===== src/rtl/arb_pkg.sv =====
// Shared definitions for the round-robin grant arbiter and its helpers.
//   state_t   : arbiter FSM states (IDLE, GRANT)
//   N_REQ_DEF : default requester count
//   clog2     : ceiling log2, used to size the hold counter
package arb_pkg;

  typedef enum logic {
    IDLE  = 1'b0,
    GRANT = 1'b1
  } state_t;

  localparam int N_REQ_DEF = 3;

  function automatic int clog2(input int value);
    int res;
    res = 0;
    while ((1 << res) < value) res++;
    return res;
  endfunction

endpackage


===== src/rtl/rr_grant_arbiter_rr_pick.sv =====
// rr_pick: combinational rotating priority encoder.
// Searches req in cyclic order last+1, last+2, ... (mod N_REQ) and returns
// the first set index.
//   req   in  [N_REQ-1:0] request vector
//   last  in  [ID_W-1:0]  index of the previous owner (lowest priority)
//   pick  out [ID_W-1:0]  winning index, 0 when nothing requested
//   valid out             at least one request present
module rr_pick #(
  parameter int N_REQ = 3,
  parameter int ID_W  = 2
) (
  input  logic [N_REQ-1:0] req,
  input  logic [ID_W-1:0]  last,
  output logic [ID_W-1:0]  pick,
  output logic             valid
);

  int idx;

  always_comb begin
    pick  = '0;
    valid = 1'b0;
    idx   = 0;
    for (int i = 1; i <= N_REQ; i++) begin
      idx = (int'(last) + i) % N_REQ;
      if (!valid && req[idx]) begin
        valid = 1'b1;
        pick  = ID_W'(idx);
      end
    end
  end

endmodule


===== src/rtl/rr_grant_arbiter.sv =====
// rr_grant_arbiter: round-robin arbiter sharing one resource among N_REQ
// requesters. Grants are registered one-hot and held until Done or until
// the owner drops its request. A forced idle cycle separates grants.
// Optional macro ARB_TIMEOUT_EN adds a MAX_HOLD-cycle hold limit with a
// one-cycle Timeout pulse on forced release.
//   Clk      in   rising-edge clock
//   Reset    in   synchronous active-high reset
//   En       in   enables new grants (does not revoke a held grant)
//   Req      in   [N_REQ-1:0] level requests
//   Done     in   owner finished, releases current grant
//   Grant    out  [N_REQ-1:0] registered one-hot grant
//   GrantId  out  [ID_W-1:0] owner index, valid while Busy
//   Busy     out  a grant is held
//   Timeout  out  one-cycle pulse after a forced release
//
// state | meaning
// IDLE  | no owner; searching for next requester when En=1
// GRANT | one requester owns the resource
module rr_grant_arbiter
  import arb_pkg::*;
#(
  parameter int N_REQ    = N_REQ_DEF,
  parameter int ID_W     = 2,
  parameter int MAX_HOLD = 8
) (
  input  logic             Clk,
  input  logic             Reset,
  input  logic             En,
  input  logic [N_REQ-1:0] Req,
  input  logic             Done,
  output logic [N_REQ-1:0] Grant,
  output logic [ID_W-1:0]  GrantId,
  output logic             Busy,
  output logic             Timeout
);

  if (MAX_HOLD < 1 || (1 << ID_W) < N_REQ) begin : g_bad_params
    $error("rr_grant_arbiter: illegal MAX_HOLD/ID_W/N_REQ combination");
  end

  state_t             state_q, state_d;
  logic [N_REQ-1:0]   grant_q, grant_d;
  logic [ID_W-1:0]    id_q, id_d;
  logic [ID_W-1:0]    last_q, last_d;
  logic [ID_W-1:0]    pick;
  logic               pick_valid;
  logic               hold_hit;
  logic               release_now;

  rr_pick #(.N_REQ(N_REQ), .ID_W(ID_W)) u_pick (
    .req   (Req),
    .last  (last_q),
    .pick  (pick),
    .valid (pick_valid)
  );

`ifdef ARB_TIMEOUT_EN
  localparam int CNT_W = (clog2(MAX_HOLD) < 1) ? 1 : clog2(MAX_HOLD);

  logic [CNT_W-1:0] cnt_q, cnt_d;
  logic             timeout_q, timeout_d;

  assign hold_hit = (cnt_q == CNT_W'(MAX_HOLD - 1));
  assign Timeout  = timeout_q;
`else
  assign hold_hit = 1'b0;
  assign Timeout  = 1'b0;
`endif

  assign release_now = Done || !Req[id_q] || hold_hit;

  always_comb begin
    state_d = state_q;
    grant_d = grant_q;
    id_d    = id_q;
    last_d  = last_q;
`ifdef ARB_TIMEOUT_EN
    cnt_d     = cnt_q;
    timeout_d = 1'b0;
`endif
    case (state_q)
      IDLE: begin
        if (En && pick_valid) begin
          state_d = GRANT;
          grant_d = N_REQ'(1) << pick;
          id_d    = pick;
`ifdef ARB_TIMEOUT_EN
          cnt_d   = '0;
`endif
        end
      end
      GRANT: begin
        if (release_now) begin
          state_d = IDLE;
          grant_d = '0;
          id_d    = '0;
          last_d  = id_q;
`ifdef ARB_TIMEOUT_EN
          // Pulse only when the limit is the sole reason for release.
          timeout_d = hold_hit && !Done && Req[id_q];
`endif
        end else begin
`ifdef ARB_TIMEOUT_EN
          cnt_d = cnt_q + 1'b1;
`endif
        end
      end
      default: state_d = IDLE;
    endcase
  end

  always_ff @(posedge Clk) begin
    if (Reset) begin
      state_q <= IDLE;
      grant_q <= '0;
      id_q    <= '0;
      last_q  <= ID_W'(N_REQ - 1);
`ifdef ARB_TIMEOUT_EN
      cnt_q     <= '0;
      timeout_q <= 1'b0;
`endif
    end else begin
      state_q <= state_d;
      grant_q <= grant_d;
      id_q    <= id_d;
      last_q  <= last_d;
`ifdef ARB_TIMEOUT_EN
      cnt_q     <= cnt_d;
      timeout_q <= timeout_d;
`endif
    end
  end

  assign Grant   = grant_q;
  assign GrantId = id_q;
  assign Busy    = (state_q == GRANT);

endmodule


===== config.mk =====
export PLATFORM = sky130hd
export DESIGN_NAME = rr_grant_arbiter
export DESIGN_NICKNAME = d
export VERILOG_FILES = /design/src/rtl/arb_pkg.sv /design/src/rtl/rr_grant_arbiter_rr_pick.sv /design/src/rtl/rr_grant_arbiter.sv
export SDC_FILE = /design/constraint.sdc
export NUM_CORES = 1
export LEC_CHECK = 0
export CAP_MARGIN = 40
export CORE_MARGIN = 3
export CORE_UTILIZATION = 35
export DETAILED_ROUTE_END_ITERATION = 7
export HOLD_SLACK_MARGIN = 0.1
export PLACE_DENSITY = 0.62
export SKIP_LAST_GASP = 1
export SLEW_MARGIN = 20
export SYNTH_ARGS = -nofsm -noshare
export SYNTH_HDL_FRONTEND = slang
export SYNTH_SLANG_ARGS = --single-unit

===== constraint.sdc =====
create_clock -name Clk -period 2 [get_ports Clk]
set_input_delay 0.4 -clock Clk [delete_from_list [all_inputs] [get_ports Clk]]
set_output_delay 0.4 -clock Clk [all_outputs]
set_load 0.05 [all_outputs]

==> metrics.yaml <==
run_status:
  status: "finished clean"
finish:
  layout.nets: 111
  diodes: 0
  drive_above_1_share_pct: 30.61
  syn_to_final_growth_pct: 59.04
drt:
  totalWireLength_mm: 1.610
  dr.first_iter.drc_count: 11
  num_vias: 618
  dr.pass1.iters: 4
  via_per_inst: 5.469
  drc: 0
  avgRoutedWirePerCell_um: 14.25
  ant_nets: 0
power_and_ir_drop:
  vdd_ir_drop_max_uv: 421.3
  power.density_nw_per_um2: 603.7
  power_frac_clock_pct: 22.6
  p_seq_share_pct: 33.4
  power_frac_comb_pct: 44.0
  power_leakage_nw: 0.3864
  switchingPower_mw: 0.1942
  switching_share_pct: 35.22
  internal-power_mw: 0.3572
place:
  io_buffers: 12
  place.gp.congestion: 0.8732
  dpl.hpwl_mm: 1.150
  pre_cts_ws_ps: -185.4
critical_path:
  critPathMaxFanout: 6
  critPathMaxStageDelay_ps: 480
  path_buf_inv: 1
  path_delay_family: "simple AND/OR/NAND/NOR gates"
  cp-start-kind: "primary input"
  arrival_ps: 2140
  cp_slowest_cell: "clkdlybuf4s50_1"
  endpoint_kind: "flip-flop"
  critPathRequiredTime_ps: 2160
  crit_chain: "clkdlybuf4s50_1, and3b_1, or2_1, o41a_1, and3_4, a21o_1"
  crit_type: "in2reg"
logic_synthesis:
  synth_ff_type: "dfxtp_1"
  synth_seq_cells: 8
  async_flop_share_pct: 0
  synth_cells: 70
  avgSynthCellArea_um2: 8.204
  ys.warnings.count: 0
  ys_top_cells_by_area: "dfxtp_1 (28%), ha_1 (8.7%), mux2i_1 (5.2%), nand2_1 (5.2%), nor2_1 (4.6%)"
  syn_area_um2: 574.3
  synth.distinct_cells: 30
  synth_nets: 81
  synth_commonest_cells: "dfxtp_1 (8), nand2_1 (8), nor2_1 (7)"
  synth_top_area_share_pct: 27.89
  synth_top_area_cell: "dfxtp_1"
  ys_seq_area_share_pct: 27.89
  synth_edf_count: 0
sta:
  rsz0062_at_grt: "true"
  setup_ws_ps: 12.82
  worst_pin_slew_ps: 496.4
  setup_violations: 0
  max_freq_mhz: 503.2
  timing.final.crit_share_pct: 99.36
  finClkSkew_ps: 7.425
  period_minus_slack_ps: 1987
  drv_slew: 0
  hold_viol_final: 0
  finalSetupTns_ps: 0
  max-slew-margin-rel_pct: 66.80
global_routing:
  grt_pass1_vias: 564
  grt_pass1_wl_mm: 2.442
  grt_antenna_before_repair: 0
  grt_overflow_total: 0
  grt_max_degree: 7
  grt_use_total_pct: 16.76
clocking:
  cts_buffers: 3
  clockRootBuffer: "clkbuf_4"
  cts_max_path_buffers: 2
  hold_buffers: 0
  cts_sinks: 8
  cts_max_level: 1
  cts.clk_slew.worst_paths_ps: 60
  clk_latency_ps: 260
  cts_tree: "built"
floorplan:
  die_x_um: 46.51
  die_y_um: 46.51
  pin_count: 14
  core_area_um2: 1415
  fp-row-count: 13
  dieArea_um2: 2163
  start_util_pct: 40.58
run:
  drv_cap: 0
worst_hold_path:
  min_path_type: "reg2reg"
## routing by layer
layer | share of wire (%) | track usage [%]
met5 | 0 | 0
met4 | 5.2 | 15.91
met3 | 4.5 | 2.344
met2 | 45 | 25.55
met1 | 45 | 19.59
## worst reg2reg max path: stages, from the launching register on
cell     delay, ps
dfxtp_4        360
inv_4           70
buf_12          90
ha_4           140
and3b_4        210
or2_1          220
o41a_1         420
and3_4         220
a21o_1         140
## cells in the final DEF, fill, tap and decap left out, types with 3 or more instances in the layout
cell type	instances
o21ai_0	3
dfxtp_1	6
buf_4	14
nand2_1	8
ha_4	3
clkbuf_4	3
a21o_1	3
a21oi_1	5
clkdlybuf4s50_1	12
nor2_1	7
## kinds of logic (layout without fill, tap and decap cells)
logic type                 count (synthesis)  after routing  share of synthesized area, %
buffers and inverters                      6             34                         5.882
adders and majority gates                  4              4                         8.715
muxes                                      3              3                         5.229
AOI/OAI and AO/OA                         21             21                         25.27
other                                      1              1                        0.6530
DFF                                        8              8                         27.89
and+or+nand+nor                           27             27                         26.36
## final timing paths
| check | start | end | slack [ps] | cells past startpoint |
|---|---|---|---|---|
| setup / recovery | Req[2] | Grant[2] | 10 | 6 |
| hold / removal | Grant[2] | Grant[2] | 480 | 1 |
| setup reg to reg | last_q[1] | Grant[2] | 20 | 8 |
| hold reg to reg | Grant[2] | Grant[2] | 480 | 1 |
## stage by stage
stage	hold WS (ps)	instance area [µm²]	std cells	util, %	power [mW]
2_1_floorplan	465.0	575.6	70	-	0.3126
3_3_place_gp	454.9	785.8	107	55.53	0.3900
3_5_place_dp	455.9	785.8	107	55.53	0.3917
4_1_cts	479.3	837.1	110	59.15	0.5252
5_1_grt	495.8	913.4	113	64.54	0.5854
6_report	480.2	913.4	113	64.54	0.5514
## power groups by stage
stage	registers, mW	logic [mW]	clock network, mW
after floorplan	0.216	0.0963	0
after global placement	0.185	0.205	0
after detailed placement	0.185	0.206	0
after CTS	0.183	0.214	0.128
after global routing	0.187	0.260	0.138
final	0.184	0.243	0.125
## sequential cells by signal (all words and copies together) (netlist names)
signal and flops:
GrantId 2, Busy 1, Grant 3, last_q 2
## area by class of cell
type | count | area (µm²)
clock buffers | 3 | 22.52
multi-input cells | 56 | 441.7
fillers | 119 | 501.7
well taps | 15 | 18.77
inverters | 4 | 17.52
flip-flops and latches | 8 | 167.7
repair buffers | 27 | 245.2
## timing repair
action	in CTS	in global routing
pin swaps	1	3
resized for setup	7	9
endpoints found under the setup margin	6	6
setup buffers	0	3
Note: power is estimated with default switching activity, not from simulation.
